===== src/rtl/disp_src_arbiter.sv =====
// Grant/sequencing controller for the 64-bit 2:1 display/IO data mux: arbitrates two requesters,
// captures and holds the selected word, then hands it off downstream. Define ARB_FIXED_PRIO_EN for fixed priority.
module disp_src_arbiter #(
    parameter int HOLD_CYCLES = 16,
    parameter int CW          = 8
) (
    input  logic        clk,
    input  logic        rst,
    input  logic        req0,
    input  logic        req1,
    input  logic [63:0] I0,
    input  logic [63:0] I1,
    input  logic        out_ready,
    output logic        s,
    output logic        gnt0,
    output logic        gnt1,
    output logic [63:0] o,
    output logic        o_valid,
    output logic        busy
);

    typedef enum logic [1:0] {
        ST_IDLE = 2'd0,
        ST_LOAD = 2'd1,
        ST_HOLD = 2'd2
    } state_t;

    localparam logic [CW-1:0] CNT_INIT = CW'(HOLD_CYCLES - 1);

    state_t        state_q, state_d;
    logic          s_q, s_d;
    logic          gnt0_q, gnt0_d;
    logic          gnt1_q, gnt1_d;
    logic [63:0]   o_q, o_d;
    logic          o_valid_q, o_valid_d;
    logic [CW-1:0] cnt_q, cnt_d;
    logic          lg_q, lg_d;

    logic any_req;
    logic win;
    logic xfer;
    logic hold_done;

    assign any_req = req0 | req1;

`ifdef ARB_FIXED_PRIO_EN
    // req0 wins whenever it is present; lg is tracked but ignored.
    assign win = ~req0;
`else
    // A lone requester wins; on a tie the side not granted last time wins.
    assign win = (req0 & req1) ? ~lg_q : req1;
`endif

    assign xfer      = o_valid_q & out_ready;
    assign hold_done = (cnt_q == '0) & (~o_valid_q | xfer);

    always_comb begin
        state_d   = state_q;
        s_d       = s_q;
        gnt0_d    = gnt0_q;
        gnt1_d    = gnt1_q;
        o_d       = o_q;
        o_valid_d = o_valid_q;
        cnt_d     = cnt_q;
        lg_d      = lg_q;

        case (state_q)
            ST_IDLE: begin
                if (any_req) begin
                    state_d = ST_LOAD;
                    s_d     = win;
                    gnt0_d  = ~win;
                    gnt1_d  = win;
                end
            end

            ST_LOAD: begin
                o_d       = s_q ? I1 : I0;
                o_valid_d = 1'b1;
                cnt_d     = CNT_INIT;
                lg_d      = s_q;
                state_d   = ST_HOLD;
            end

            ST_HOLD: begin
                if (xfer) begin
                    o_valid_d = 1'b0;
                end
                if (cnt_q != '0) begin
                    cnt_d = cnt_q - CW'(1);
                end
                // Re-arbitrate only once the word is handed off and the minimum hold has elapsed.
                if (hold_done) begin
                    if (any_req) begin
                        state_d = ST_LOAD;
                        s_d     = win;
                        gnt0_d  = ~win;
                        gnt1_d  = win;
                    end else begin
                        state_d = ST_IDLE;
                        gnt0_d  = 1'b0;
                        gnt1_d  = 1'b0;
                    end
                end
            end

            default: begin
                state_d = ST_IDLE;
                gnt0_d  = 1'b0;
                gnt1_d  = 1'b0;
            end
        endcase
    end

    always_ff @(posedge clk) begin
        if (rst) begin
            state_q   <= ST_IDLE;
            s_q       <= 1'b0;
            gnt0_q    <= 1'b0;
            gnt1_q    <= 1'b0;
            o_q       <= 64'h0;
            o_valid_q <= 1'b0;
            cnt_q     <= '0;
            lg_q      <= 1'b1;
        end else begin
            state_q   <= state_d;
            s_q       <= s_d;
            gnt0_q    <= gnt0_d;
            gnt1_q    <= gnt1_d;
            o_q       <= o_d;
            o_valid_q <= o_valid_d;
            cnt_q     <= cnt_d;
            lg_q      <= lg_d;
        end
    end

    assign s       = s_q;
    assign gnt0    = gnt0_q;
    assign gnt1    = gnt1_q;
    assign o       = o_q;
    assign o_valid = o_valid_q;
    assign busy    = (state_q != ST_IDLE);

endmodule


===== config.mk =====
export PLATFORM = sky130hd
export DESIGN_NAME = disp_src_arbiter
export DESIGN_NICKNAME = d
export VERILOG_FILES = /design/src/rtl/disp_src_arbiter.sv
export SDC_FILE = /design/constraint.sdc
export NUM_CORES = 1
export LEC_CHECK = 0
export ABC_CLOCK_PERIOD_IN_PS = 2450
export BUFFER_PORTS_ARGS = -buffer_cell sky130_fd_sc_hd__buf_4
export CAP_MARGIN = 20
export CORE_UTILIZATION = 44
export CTS_CLUSTER_DIAMETER = 100
export CTS_CLUSTER_SIZE = 24
export DETAILED_ROUTE_END_ITERATION = 7
export PLACE_DENSITY = 0.8
export RECOVER_POWER = 25
export SETUP_SLACK_MARGIN = 0.3
export SYNTH_ARGS = -nofsm -noshare
export SYNTH_HDL_FRONTEND = slang
export SYNTH_SLANG_ARGS = --single-unit
export TNS_END_PERCENT = 20

===== constraint.sdc =====
create_clock -name clk -period 2.45 [get_ports clk]
set_input_delay 0.245 -clock clk [delete_from_list [all_inputs] [get_ports clk]]
set_output_delay 0.245 -clock clk [all_outputs]
set_load 0.05 [all_outputs]

==> tab_implementation.tex, run 1 <==
\begin{tabular}{lr}
\hline
Metric & Value \\
\hline
\multicolumn{2}{l}{\textbf{Yosys}} \\
\quad Simple-gate share of the synthesized area & 14.1\% \\
\quad Avg Synthesized Cell Area & 9.45 um2 \\
\quad FFs w/ async S/R, synth & 0\% \\
\quad Portion of synthesized cell area occupied by the leading cell type & 44.6\% \\
\quad Post-Synth XOR/XNOR Area & 0.742\% \\
\quad Combinational family with the most area after synthesis & multiplexers \\
\quad Count of synthesis-stage warnings from yosys & 0 \\
\quad Sequential element share of the synthesized area & 44.6\% \\
\quad Share of synthesized cell area in full adder, half adder and majority cells & 0.706\% \\
\quad Post-synthesis compound-gate area fraction & 17.1\% \\
\quad Share of cell area taken by muxes after synthesis & 18.7\% \\
\quad Cell types occupying the most area after synthesis & dfxtp\_1, mux2i\_1, a211oi\_1 \\
\quad Distinct cell type count of the synthesized netlist & 33 \\
\quad Total of flip-flops plus latches after synthesis & 79 \\
\quad Leading area contributor after synthesis & dfxtp\_1 \\
\quad Area of the mapped netlist & 0.00354 mm2 \\
\quad Most used flip-flop cell after synthesis & dfxtp\_1 \\
\quad Count of flip-flops with a built-in enable after synthesis & 0 \\
\quad Count of mapped cells out of synthesis & 375 \\
\quad Net count of the mapped netlist & 510 \\
\multicolumn{2}{l}{\textbf{Clock network}} \\
\quad Insertion delay of the later-clocked pin in the worst-skew pair & 0.35 ns \\
\quad Post-CTS Setup Inserts & 0 \\
\quad Maximum buffer depth of the clock tree & 2 \\
\quad Total of cells resized after clock tree synthesis & 0 \\
\quad CTS tree & built \\
\quad Clock slew seen by the registers of the worst setup and hold paths & 0.08 ns \\
\quad Clock buffers created by TritonCTS & 9 \\
\quad Root buffer cell & clkbuf\_8 \\
\quad TritonCTS sink count & 79 \\
\quad CTS H-Tree Depth & 3 \\
\quad Number of hold buffers added after CTS & 0 \\
\multicolumn{2}{l}{\textbf{Power}} \\
\quad Worst voltage drop across the vdd grid & 370 uV \\
\quad Power per Cell Area & 804 mW/mm2 \\
\quad Sum of internal, switching and leakage power & 4.17 mW \\
\quad Pleak & 2.09 nW \\
\multicolumn{2}{l}{\textbf{Floorplan}} \\
\quad Die Footprint & 0.00842 mm2 \\
\quad Cell Rows & 32 \\
\quad Starting Density & 45.6\% \\
\quad I/O pin cnt & 202 \\
\quad Placeable core region & 0.00777 mm2 \\
\quad Chip Width & 91.7 um \\
\quad Die height & 91.7 um \\
\multicolumn{2}{l}{\textbf{Critical path}} \\
\quad Capture point of the critical path & s \\
\quad R2R depth & 6 \\
\quad Kind of end point of the critical path & flip-flop \\
\quad Launch point of the worst reg-to-reg path & cnt\_q[0] \\
\quad Critical path data required time & 2.68 ns \\
\quad Kind of start point of the critical path & flip-flop \\
\quad Minimum setup slack among reg-to-reg paths & 0.50 ns \\
\quad Highest fanout seen on the critical path & 5 \\
\quad Worst Path Class, Setup & reg2reg \\
\quad Startpoint of the worst setup timing path & cnt\_q[0] \\
\quad Reg-to-reg endpoint & s \\
\quad Arrival @ worst endpoint & 2.17 ns \\
\multicolumn{2}{l}{\textbf{Place}} \\
\quad Post-placement cell count & 652 \\
\quad Sum of net half-perimeters after detailed placement & 7290 um \\
\quad Port-buffer cells & 201 \\
\quad Final GP Congestion & 0.802 \\
\multicolumn{2}{l}{\textbf{Timing}} \\
\quad Maximum frequency from static timing analysis & 514 MHz \\
\quad Actual transition at the worst max-transition pin & 0.644 ns \\
\quad Normalized max-slew margin & 57.3\% \\
\quad Worst clock skew & 0.0107 ns \\
\quad Final setup vio count & 0 \\
\quad Slew Limit Fails & 0 \\
\quad Time the final worst path needs with I/O delays and setup & 1.95 ns \\
\quad Tcrit/Tclk final & 79.4\% \\
\quad Final setup TNS & 0 ns \\
\quad Unrepaired setup endpoints after global routing & false \\
\quad Hold Violations, Final & 0 \\
\multicolumn{2}{l}{\textbf{Detailed routing}} \\
\quad Total wirelength of the detailed-routed design & 9690 um \\
\quad Routed vias/inst & 5.10 \\
\quad Average wire per cell in the routed design & 14.5 um \\
\quad Number of remaining DRC errors & 0 \\
\quad First-pass detailed-route iteration total & 4 \\
\quad Violation count after the first detailed-routing iteration & 104 \\
\quad Overall via count from detail\_route & 3,401 \\
\quad Final antenna-violating net count & 0 \\
\multicolumn{2}{l}{\textbf{Finish}} \\
\quad Final antenna diode count & 0 \\
\quad Share of cells above drive strength 1 & 34.5\% \\
\quad Final non-filler cell total & 667 \\
\quad Filler cells & 653 \\
\quad Layout Area Growth over Synthesis & 46.3\% \\
\quad Share of the core filled with cells in the final layout & 66.7\% \\
\quad Nets@finish & 696 \\
\multicolumn{2}{l}{\textbf{Job}} \\
\quad Max cap viols & 0 \\
\multicolumn{2}{l}{\textbf{Worst hold path}} \\
\quad Worst hold path type & in2reg \\
\multicolumn{2}{l}{\textbf{Global routing}} \\
\quad First-pass GRT wire length & 15,300 um \\
\quad Grt total ovfl & 0 \\
\quad Initial antenna violation count & 0 \\
\quad Via count of the first global-routing pass & 3,361 \\
\quad Pin count of the biggest net entering global routing & 67 \\
\quad Overall global routing resource usage & 22.9\% \\
\multicolumn{2}{l}{\textbf{Status}} \\
\quad Run status & finished clean \\
\hline
\end{tabular}
metal layers:
metal	global-route usage, %	up-vias	share of wire [%]
met3	5.64	15	7.1
li1	-	1735	-
met1	25.5	1516	40
met5	0	-	0
met4	8.59	0	2.0
met2	42.0	135	51
registers in the layout (all words and copies together), names as in the netlist:
| name | count |
|---|---|
| lg_q | 1 |
| s | 1 |
| o | 64 |
| state_q | 2 |
| gnt0 | 1 |
| cnt_q | 8 |
| gnt1 | 1 |
| o_valid | 1 |
layout by cell type, fill, tap and decap left out, drive strengths merged:
cell and count:
nand2b 3, or3 3, mux2 1, o21ai 5, nand3 2, or2 1, clkinv 1, a2111oi 1
nor4 2, and3 1, nor3 6, buf 170, inv 3, or4b 2, nand3b 2, nand2 6
nor2 72, o31ai 2, nor2b 5, clkbuf 48, dfxtp 79, o21ba 1, a211oi 68, bufinv 1
o22ai 1, xnor2 3, a21oi 5, ha 2, mux2i 65, clkinvlp 2, nor3b 2
Yosys cell counts (2+ instances only):
cell type and instances:
dfxtp_1 79, nor2_1 72, a211oi_1 68, mux2i_1 65, clkbuf_1 21, buf_2 11
nand2_1 6, nor3_1 6, nor2b_1 5, o21ai_0 5, a21oi_1 4, inv_1 3
nand2b_1 3, xnor2_1 3, ha_1 2, nand3_1 2, nand3b_1 2, o31ai_1 2
or3_1 2
worst max-delay path, cell delays in order (launching register included):
cell     delay [ns]
dfxtp_1        0.39
inv_1          0.10
ha_1           0.22
nor3b_2        0.19
and3_2         0.20
o21ai_0        0.35
mux2_2         0.39
logic make-up after synthesis:
| group | after synthesis |
|---|---|
| buffers and inverters | 35 |
| adders and majority gates | 2 |
| and+or+nand+nor | 107 |
| AOI/OAI and AO/OA | 83 |
| muxes | 66 |
| DFF | 79 |
| xor gates and xnor gates | 3 |
how the worst min path moves through the flow:
stage	slack, ns	startpoint	cells after the start	endpoint
3_5_place_dp	0.44	out_ready	2	o_valid
4_1_cts	0.07	out_ready	2	o_valid
3_3_place_gp	0.43	out_ready	2	o_valid
5_1_grt	0.07	out_ready	2	o_valid
2_1_floorplan	0.34	out_ready	1	o_valid
6_report	0.09	out_ready	2	o_valid
cell type report:
cell class / instances / area, um2 / share of cell area (%)
Clock inverter: 4 / 53.8 / 1.04
Clock buffer: 11 / 153 / 2.95
Multi-Input combinational cell: 261 / 1820 / 35.2
Sequential cell: 79 / 1590 / 30.6
Inverter: 3 / 11.3 / 0.217
Tap cell: 102 / 128 / 2.46
Timing Repair Buffer: 207 / 1430 / 27.5
power breakdown:
group / switching [mW] / internal (mW)
Sequential: 0.137 / 1.47
Combinational: 1.01 / 0.552
Clock: 0.469 / 0.529
Total: 1.62 / 2.55
through the flow:
stage | hold slack, ns | worst slack (ns) | instance area [um2]
floorplan | 0.341 | 0.723 | 3540
global route | 0.0736 | 0.408 | 5180
detailed placement | 0.438 | 0.558 | 5110
finish | 0.0863 | 0.505 | 5180
CTS | 0.0747 | 0.541 | 5320
global placement | 0.434 | 0.696 | 5110
Power figures use the tool's default switching activity.
==> inputs of run 2 (changes only) <==
--- a/config.mk
+++ b/config.mk
@@ -5,14 +5,15 @@
 export SDC_FILE = /design/constraint.sdc
 export NUM_CORES = 1
 export LEC_CHECK = 0
-export ABC_CLOCK_PERIOD_IN_PS = 2450
+export ABC_AREA = 1
+export ABC_CLOCK_PERIOD_IN_PS = 2009
 export BUFFER_PORTS_ARGS = -buffer_cell sky130_fd_sc_hd__buf_4
 export CAP_MARGIN = 20
-export CORE_UTILIZATION = 44
+export CORE_UTILIZATION = 45
 export CTS_CLUSTER_DIAMETER = 100
 export CTS_CLUSTER_SIZE = 24
 export DETAILED_ROUTE_END_ITERATION = 7
-export PLACE_DENSITY = 0.8
+export PLACE_DENSITY = 0.81
 export RECOVER_POWER = 25
 export SETUP_SLACK_MARGIN = 0.3
 export SYNTH_ARGS = -nofsm -noshare
==> constraint.sdc (replaced) <==
create_clock -name clk -period 2.01 [get_ports clk]
set_input_delay 0.201 -clock clk [delete_from_list [all_inputs] [get_ports clk]]
set_output_delay 0.201 -clock clk [all_outputs]
set_load 0.05 [all_outputs]
==> run 2 against run 1 <==
- critical path depth down 4
- worst setup slack worse by 0.17 ns
- sequential power up 12%
- critical endpoint is now s
- largest power group unchanged
==> tab_implementation.tex, run 2 <==
\begin{tabular}{lr}
\hline
Metric & Value \\
\hline
\multicolumn{2}{l}{\textbf{Timing}} \\
\quad Tcrit/Tclk final & 83.1\% \\
\quad Maximum frequency from static timing analysis & 599 MHz \\
\quad Time the final worst path needs with I/O delays and setup & 1.67 ns \\
\quad Actual transition at the worst max-transition pin & 0.646 ns (+0.00202 ns) \\
\quad Final setup vio count & 0 (unchanged) \\
\quad Hold Violations, Final & 0 (unchanged) \\
\quad Normalized max-slew margin & 57.1\% (-0.13 points) \\
\quad Final hold slack & 0.126 ns (+0.0395 ns) \\
\quad Slew Limit Fails & 0 (unchanged) \\
\quad Worst clock skew & 0.00914 ns (-0.00160 ns) \\
\quad Final setup TNS & 0 ns (unchanged) \\
\quad Unrepaired setup endpoints after global routing & true \\
\multicolumn{2}{l}{\textbf{Status}} \\
\quad Run status & finished clean \\
\multicolumn{2}{l}{\textbf{Yosys}} \\
\quad Sequential element share of the synthesized area & 43.1\% (-1.6 points) \\
\quad Leading area contributor after synthesis & dfxtp\_1 \\
\quad Distinct cell type count of the synthesized netlist & 27 (-18\%) \\
\quad Avg Synthesized Cell Area & 9.07 um2 (-4.0\%) \\
\quad Count of flip-flops with a built-in enable after synthesis & 0 (unchanged) \\
\quad Area of the mapped netlist & 0.00367 mm2 (+3.6\%) \\
\quad Portion of synthesized cell area occupied by the leading cell type & 43.1\% (-1.6 points) \\
\quad Net count of the mapped netlist & 540 (+5.9\%) \\
\quad Most used standard cell by instance count after synthesis & nand2\_1 \\
\quad Post-synth top cells & nand2\_1, dfxtp\_1, mux2i\_1 \\
\quad Most used flip-flop cell after synthesis & dfxtp\_1 \\
\quad Total of flip-flops plus latches after synthesis & 79 (unchanged) \\
\quad Cell types occupying the most area after synthesis & dfxtp\_1, mux2i\_1, o21ai\_2 \\
\quad Count of synthesis-stage warnings from yosys & 0 (unchanged) \\
\quad FFs w/ async S/R, synth & 0\% (unchanged) \\
\quad Count of mapped cells out of synthesis & 405 (+8.0\%) \\
\multicolumn{2}{l}{\textbf{Detailed routing}} \\
\quad Average wire per cell in the routed design & 13.3 um (-8.8\%) \\
\quad Violation count after the first detailed-routing iteration & 60 (-42\%) \\
\quad Number of remaining DRC errors & 0 (unchanged) \\
\quad Total wirelength of the detailed-routed design & 9400 um (-3.0\%) \\
\quad Overall via count from detail\_route & 3,442 (+1.2\%) \\
\quad Final antenna-violating net count & 0 (unchanged) \\
\quad First-pass detailed-route iteration total & 4 (unchanged) \\
\quad Routed vias/inst & 4.85 (-4.8\%) \\
\multicolumn{2}{l}{\textbf{Floorplan}} \\
\quad Chip Width & 92.3 um (+0.65\%) \\
\quad Placeable core region & 0.00781 mm2 (+0.52\%) \\
\quad Starting Density & 47.0\% (+1.4 points) \\
\quad Die Footprint & 0.00853 mm2 (+1.3\%) \\
\quad Die height & 92.3 um (+0.65\%) \\
\quad Cell Rows & 32 (unchanged) \\
\quad I/O pin cnt & 202 (unchanged) \\
\multicolumn{2}{l}{\textbf{Critical path}} \\
\quad Critical path data required time & 1.81 ns (-0.87 ns) \\
\quad Worst Path Class, Setup & reg2out \\
\quad Highest fanout seen on the critical path & 36 (+31) \\
\quad Worst Path Buf+Inv & 2 (+1) \\
\quad Kind of start point of the critical path & flip-flop \\
\quad Kind of end point of the critical path & output port \\
\quad Cell type with the highest occurrence count on the critical path & buf\_4 \\
\quad Worst-path cell chain & buf\_4, buf\_4 \\
\quad Largest incremental delay on the critical path & 0.47 ns (+0.08 ns) \\
\quad Library cell contributing the largest single delay on the critical path & buf\_4 \\
\quad CP delay by family, top & buffers and inverters \\
\quad Arrival @ worst endpoint & 1.47 ns (-0.70 ns) \\
\multicolumn{2}{l}{\textbf{Place}} \\
\quad Final GP Congestion & 0.864 (+7.8\%) \\
\quad Port-buffer cells & 201 (unchanged) \\
\quad Sum of net half-perimeters after detailed placement & 7190 um (-1.3\%) \\
\quad Post-placement cell count & 692 (+6.1\%) \\
\multicolumn{2}{l}{\textbf{Clock network}} \\
\quad TritonCTS sink count & 79 (unchanged) \\
\quad Maximum buffer depth of the clock tree & 2 (unchanged) \\
\quad Clock slew seen by the registers of the worst setup and hold paths & 0.08 ns (about the same) \\
\quad CTS H-Tree Depth & 3 (unchanged) \\
\quad Number of hold buffers added after CTS & 0 (unchanged) \\
\quad Clock buffers created by TritonCTS & 9 (unchanged) \\
\quad Insertion delay of the later-clocked pin in the worst-skew pair & 0.34 ns (about the same) \\
\quad CTS tree & built \\
\quad Root buffer cell & clkbuf\_8 \\
\quad Post-CTS Setup Inserts & 0 (unchanged) \\
\multicolumn{2}{l}{\textbf{Job}} \\
\quad Max cap viols & 0 (unchanged) \\
\multicolumn{2}{l}{\textbf{Finish}} \\
\quad Share of cells above drive strength 1 & 41.7\% (+7.2 points) \\
\quad Final antenna diode count & 0 (unchanged) \\
\quad Largest register FFs & 64 (unchanged) \\
\quad Most common cell after layout, fill and taps aside & buf\_4 \\
\quad Most used cells in the layout excluding fill and tap cells & buf\_4, nand2\_1, dfxtp\_1, mux2i\_1, o21ai\_2 \\
\quad Filler cells & 668 (+2.3\%) \\
\quad Share of the core filled with cells in the final layout & 68.4\% (+1.7 points) \\
\quad Nets@finish & 737 (+5.9\%) \\
\quad Final non-filler cell total & 709 (+6.3\%) \\
\quad Layout Area Growth over Synthesis & 45.4\% \\
\multicolumn{2}{l}{\textbf{Global routing}} \\
\quad Grt total ovfl & 0 (unchanged) \\
\quad First-pass GRT wire length & 14,400 um (-5.9\%) \\
\quad Via count of the first global-routing pass & 3,187 (-5.2\%) \\
\quad Overall global routing resource usage & 21.2\% (-1.7 points) \\
\quad Pin count of the biggest net entering global routing & 37 (-45\%) \\
\quad Initial antenna violation count & 0 (unchanged) \\
\multicolumn{2}{l}{\textbf{Power}} \\
\quad Power per Cell Area & 855 mW/mm2 (+6.4\%) \\
\quad Sum of internal, switching and leakage power & 4.57 mW (+9.6\%) \\
\quad Worst voltage drop across the vdd grid & 460 uV (+24\%) \\
\quad Pleak & 2.35 nW (+13\%) \\
\multicolumn{2}{l}{\textbf{Worst hold path}} \\
\quad Worst hold path type & in2reg \\
\hline
\end{tabular}
[run 2: repair_timing]
item	CTS	global route
endpoints found under the hold margin	0	0
pin swaps	1	0
gates resized for setup	0	2
endpoints found under the setup margin	25	61
cloned	1	0
[run 2: worst paths after layout]
check | startpoint | endpoint | slack, ns | depth (start not counted)
max reg2reg | state_q[0] | o[52] | 0.48 | 6
min | I0[27] | o[27] | 0.13 | 3
min reg2reg | o[30] | o[30] | 0.46 | 2
max | s | s | 0.34 | 2
[run 2: worst min-delay path, delay by kind of cell]
kind                   cells  cell delay, ns
multiplexers               1            0.05
buffers and inverters      1            0.08
AO/OA/AOI/OAI              1            0.10
[run 2: through the flow]
stage	cell area [um2]	worst slack (ns)
4_1_cts	5470	0.301
2_1_floorplan	3670	0.403
3_5_place_dp	5230	0.199
5_1_grt	5340	0.268
3_3_place_gp	5230	0.272
6_report	5340	0.340
[run 2: cell type report]
class | instances | area [um2] | area share [%]
flip-flops and latches | 79 | 1590 | 29.7
inverters | 23 | 91.3 | 1.71
clock inverters | 5 | 78.8 | 1.48
repair buffers | 206 | 1440 | 26.9
well taps | 102 | 128 | 2.39
multi-input cells | 283 | 1870 | 35.0
clock buffers | 11 | 153 | 2.86
[run 2: cells by family (layout without fill, tap and decap cells)]
| kind of cell | after synthesis | count (layout) | share of synthesized area (%) |
|---|---|---|---|
| XOR/XNOR | 3 | 3 | 0.716 |
| AO/OA/AOI/OAI | 82 | 82 | 16.9 |
| adder cells (fa/ha/maj) | 2 | 2 | 0.681 |
| flip-flops | 79 | 79 | 43.1 |
| buffers and inverters | 44 | 245 | 6.51 |
| multiplexers | 64 | 64 | 17.4 |
| AND/OR/NAND/NOR | 131 | 132 | 14.7 |
[run 2: where the power goes]
| group | internal (mW) | total, mW | switching [mW] |
|---|---|---|---|
| logic | 0.508 | 1.43 | 0.924 |
| clock network | 0.774 | 1.34 | 0.567 |
| registers | 1.71 | 1.79 | 0.0849 |
[run 2: layer usage]
layer	vias to the layer above	global-route usage (%)	part of all wire, %
met5	-	0	0
met4	0	8.98	2.6
met2	138	37.5	51
li1	1750	-	-
met1	1533	24.1	39
met3	21	5.25	7.3
==> inputs of run 3 (changes only) <==
--- a/config.mk
+++ b/config.mk
@@ -6,7 +6,7 @@
 export NUM_CORES = 1
 export LEC_CHECK = 0
 export ABC_AREA = 1
-export ABC_CLOCK_PERIOD_IN_PS = 2009
+export ABC_CLOCK_PERIOD_IN_PS = 1600
 export BUFFER_PORTS_ARGS = -buffer_cell sky130_fd_sc_hd__buf_4
 export CAP_MARGIN = 20
 export CORE_UTILIZATION = 45
==> constraint.sdc (replaced) <==
create_clock -name clk -period 1.6 [get_ports clk]
set_input_delay 0.16 -clock clk [delete_from_list [all_inputs] [get_ports clk]]
set_output_delay 0.16 -clock clk [all_outputs]
set_load 0.05 [all_outputs]
==> run 3 against run 2 <==
- total power rose by 29%
- register-to-register slack worse by 0.24 ns
- cell count rose by 3.1%
- clock-buffer cell count fell by 2
- worst setup slack worse by 0.10 ns
- sequential power is 27% higher
- clock skew is 0.0022 ns lower
- via count grew 7.1%
- wire length increased by 19%
- critical endpoint is now o[0]
- largest cell class unchanged
==> tab_implementation.tex, run 3 (same netlist as run 2, synthesis figures left out) <==
\begin{tabular}{lr}
\hline
Metric & Value \\
\hline
\multicolumn{2}{l}{\textbf{Finish}} \\
\quad Design Area, Final & 0.00581 mm2 (+8.9\%) \\
\quad Final antenna diode count & 0 (unchanged) \\
\quad Layout Area Growth over Synthesis & 58.3\% \\
\quad Share of the core filled with cells in the final layout & 74.5\% (+6.1 points) \\
\quad Nets@finish & 759 (+3.0\%) \\
\quad Most common cell after layout, fill and taps aside & buf\_4 \\
\quad Final non-filler cell total & 731 (+3.1\%) \\
\quad Most used cells in the layout excluding fill and tap cells & buf\_4, nand2\_1, dfxtp\_1, mux2i\_1, o21ai\_2 \\
\quad Largest register FFs & 64 (unchanged) \\
\quad Share of cells above drive strength 1 & 48.6\% (+7.0 points) \\
\quad Filler cells & 580 (-13\%) \\
\multicolumn{2}{l}{\textbf{Critical path}} \\
\quad Startpoint of the worst setup timing path & state\_q[0] \\
\quad Launch point of the worst reg-to-reg path & state\_q[0] \\
\quad Kind of start point of the critical path & flip-flop \\
\quad Worst Path Class, Setup & reg2reg \\
\quad Kind of end point of the critical path & flip-flop \\
\quad Critical path data required time & 1.88 ns (+0.07 ns) \\
\quad Arrival @ worst endpoint & 1.64 ns (+0.17 ns) \\
\quad Highest fanout seen on the critical path & 10 (-72\%) \\
\multicolumn{2}{l}{\textbf{Worst hold path}} \\
\quad Source of the worst hold timing path & I0[36] \\
\quad Worst hold path type & in2reg \\
\multicolumn{2}{l}{\textbf{Floorplan}} \\
\quad Chip Width & 92.3 um (unchanged) \\
\quad Cell Rows & 32 (unchanged) \\
\quad Die height & 92.3 um (unchanged) \\
\quad Die Footprint & 0.00853 mm2 (unchanged) \\
\quad I/O pin cnt & 202 (unchanged) \\
\quad Starting Density & 47.0\% (unchanged) \\
\quad Placeable core region & 0.00781 mm2 (unchanged) \\
\multicolumn{2}{l}{\textbf{Timing}} \\
\quad Slew Limit Fails & 0 (unchanged) \\
\quad Final setup vio count & 0 (unchanged) \\
\quad Maximum frequency from static timing analysis & 734 MHz \\
\quad Hold Violations, Final & 0 (unchanged) \\
\quad Tcrit/Tclk final & 85.1\% \\
\quad Unrepaired setup endpoints after global routing & true \\
\quad Final setup TNS & 0 ns (unchanged) \\
\quad Time the final worst path needs with I/O delays and setup & 1.36 ns \\
\quad Actual transition at the worst max-transition pin & 0.655 ns (+0.00870 ns) \\
\quad Worst clock skew & 0.00690 ns (-0.00224 ns) \\
\quad Normalized max-slew margin & 56.5\% (-0.58 points) \\
\multicolumn{2}{l}{\textbf{Status}} \\
\quad Run status & finished clean \\
\multicolumn{2}{l}{\textbf{Detailed routing}} \\
\quad Routed vias/inst & 5.05 (+3.9\%) \\
\quad Average wire per cell in the routed design & 15.3 um (+16\%) \\
\quad Overall via count from detail\_route & 3,688 (+7.1\%) \\
\quad Final antenna-violating net count & 0 (unchanged) \\
\quad First-pass detailed-route iteration total & 5 (+1) \\
\quad Violation count after the first detailed-routing iteration & 102 (+70\%) \\
\quad Number of remaining DRC errors & 0 (unchanged) \\
\quad Total wirelength of the detailed-routed design & 11,200 um (+19\%) \\
\multicolumn{2}{l}{\textbf{Global routing}} \\
\quad Grt total ovfl & 0 (unchanged) \\
\quad Overall global routing resource usage & 24.1\% (+2.9 points) \\
\quad Via count of the first global-routing pass & 3,564 (+12\%) \\
\quad First-pass GRT wire length & 16,100 um (+12\%) \\
\quad Pin count of the biggest net entering global routing & 28 (-24\%) \\
\quad Initial antenna violation count & 0 (unchanged) \\
\multicolumn{2}{l}{\textbf{Power}} \\
\quad Power per Cell Area & 1020 mW/mm2 (+19\%) \\
\quad Worst voltage drop across the vdd grid & 603 uV (+31\%) \\
\quad Pleak & 2.55 nW (+8.6\%) \\
\multicolumn{2}{l}{\textbf{Job}} \\
\quad Max cap viols & 0 (unchanged) \\
\multicolumn{2}{l}{\textbf{Clock network}} \\
\quad CTS tree & built \\
\quad Maximum buffer depth of the clock tree & 2 (unchanged) \\
\quad Clock buffers created by TritonCTS & 9 (unchanged) \\
\quad TritonCTS sink count & 79 (unchanged) \\
\quad Clock slew seen by the registers of the worst setup and hold paths & 0.09 ns (about the same) \\
\quad CTS H-Tree Depth & 3 (unchanged) \\
\quad Insertion delay of the later-clocked pin in the worst-skew pair & 0.34 ns (about the same) \\
\quad Root buffer cell & clkbuf\_8 \\
\multicolumn{2}{l}{\textbf{Place}} \\
\quad Port-buffer cells & 201 (unchanged) \\
\quad Post-placement cell area & 0.00529 mm2 (+1.1\%) \\
\quad Sum of net half-perimeters after detailed placement & 7210 um (+0.26\%) \\
\quad Final GP Congestion & 0.783 (-9.3\%) \\
\quad Post-placement cell count & 696 (+0.58\%) \\
\hline
\end{tabular}
-- run 3: cell count changes in the layout (fill, tap and decap cells not counted), sizes merged --
cell    before  now
bufinv       2    1
clkbuf      47   49
nor2        21   22
inv         23   27
buf        170  186
clkinv       3    2
bufbuf       0    1
-- run 3: critical path, stage by stage (launching register included) --
cell	delay, ns
dfxtp_2	0.35
inv_2	0.06
nor2_4	0.12
buf_6	0.13
inv_4	0.06
nor2_4	0.15
inv_8	0.10
clkbuf_16	0.19
o21ai_2	0.12
-- run 3: cell type report --
cell class	count	area (um2)	area share, %
Clock buffer	9	124	2.13
Sequential cell	79	1590	27.4
Timing Repair Buffer	227	1810	31.1
Clock inverter	7	78.8	1.36
Inverter	23	106	1.83
Tap cell	102	128	2.20
Multi-Input combinational cell	284	1980	34.0
-- run 3: path summary, 6_finish.rpt --
check / depth (start not counted) / slack, ns / to
max: 8 / 0.24 / o[0]
min: 3 / 0.07 / o[36]
max reg2reg: 8 / 0.24 / o[0]
min reg2reg: 2 / 0.46 / o[24]
-- run 3: what timing repair did --
item	CTS	global route
gates cloned	5	5
hold buffers	0	0
setup buffers	2	7
resized for setup	15	39
setup endpoints to repair	78	78
pin swaps	3	13
-- run 3: report_power, final --
group          total [mW]  switching, mW  internal (mW)
combinational        2.11           1.28          0.829
clock                1.52          0.778          0.744
sequential           2.28          0.124           2.15
total                5.91           2.18           3.72
-- run 3: routing by layer --
metal / track usage, % / wire, um / vias up
met2: 45.6 / 6100 / 163
met3: 5.67 / 768 / 23
met4: 10.7 / 239 / 0
met5: 0 / 0 / -
li1: - / - / 1799
met1: 25.0 / 4090 / 1703
-- run 3: through the flow --
step / power [mW] / worst slack [ns] / hold slack, ns
6_report: 5.91 / 0.238 / 0.0743
2_1_floorplan: 3.53 / 0.271 / 0.313
3_3_place_gp: 4.15 / 0.0713 / 0.423
5_1_grt: 6.19 / 0.183 / 0.0623
4_1_cts: 5.82 / 0.211 / 0.0654
3_5_place_dp: 4.19 / 0.0377 / 0.433
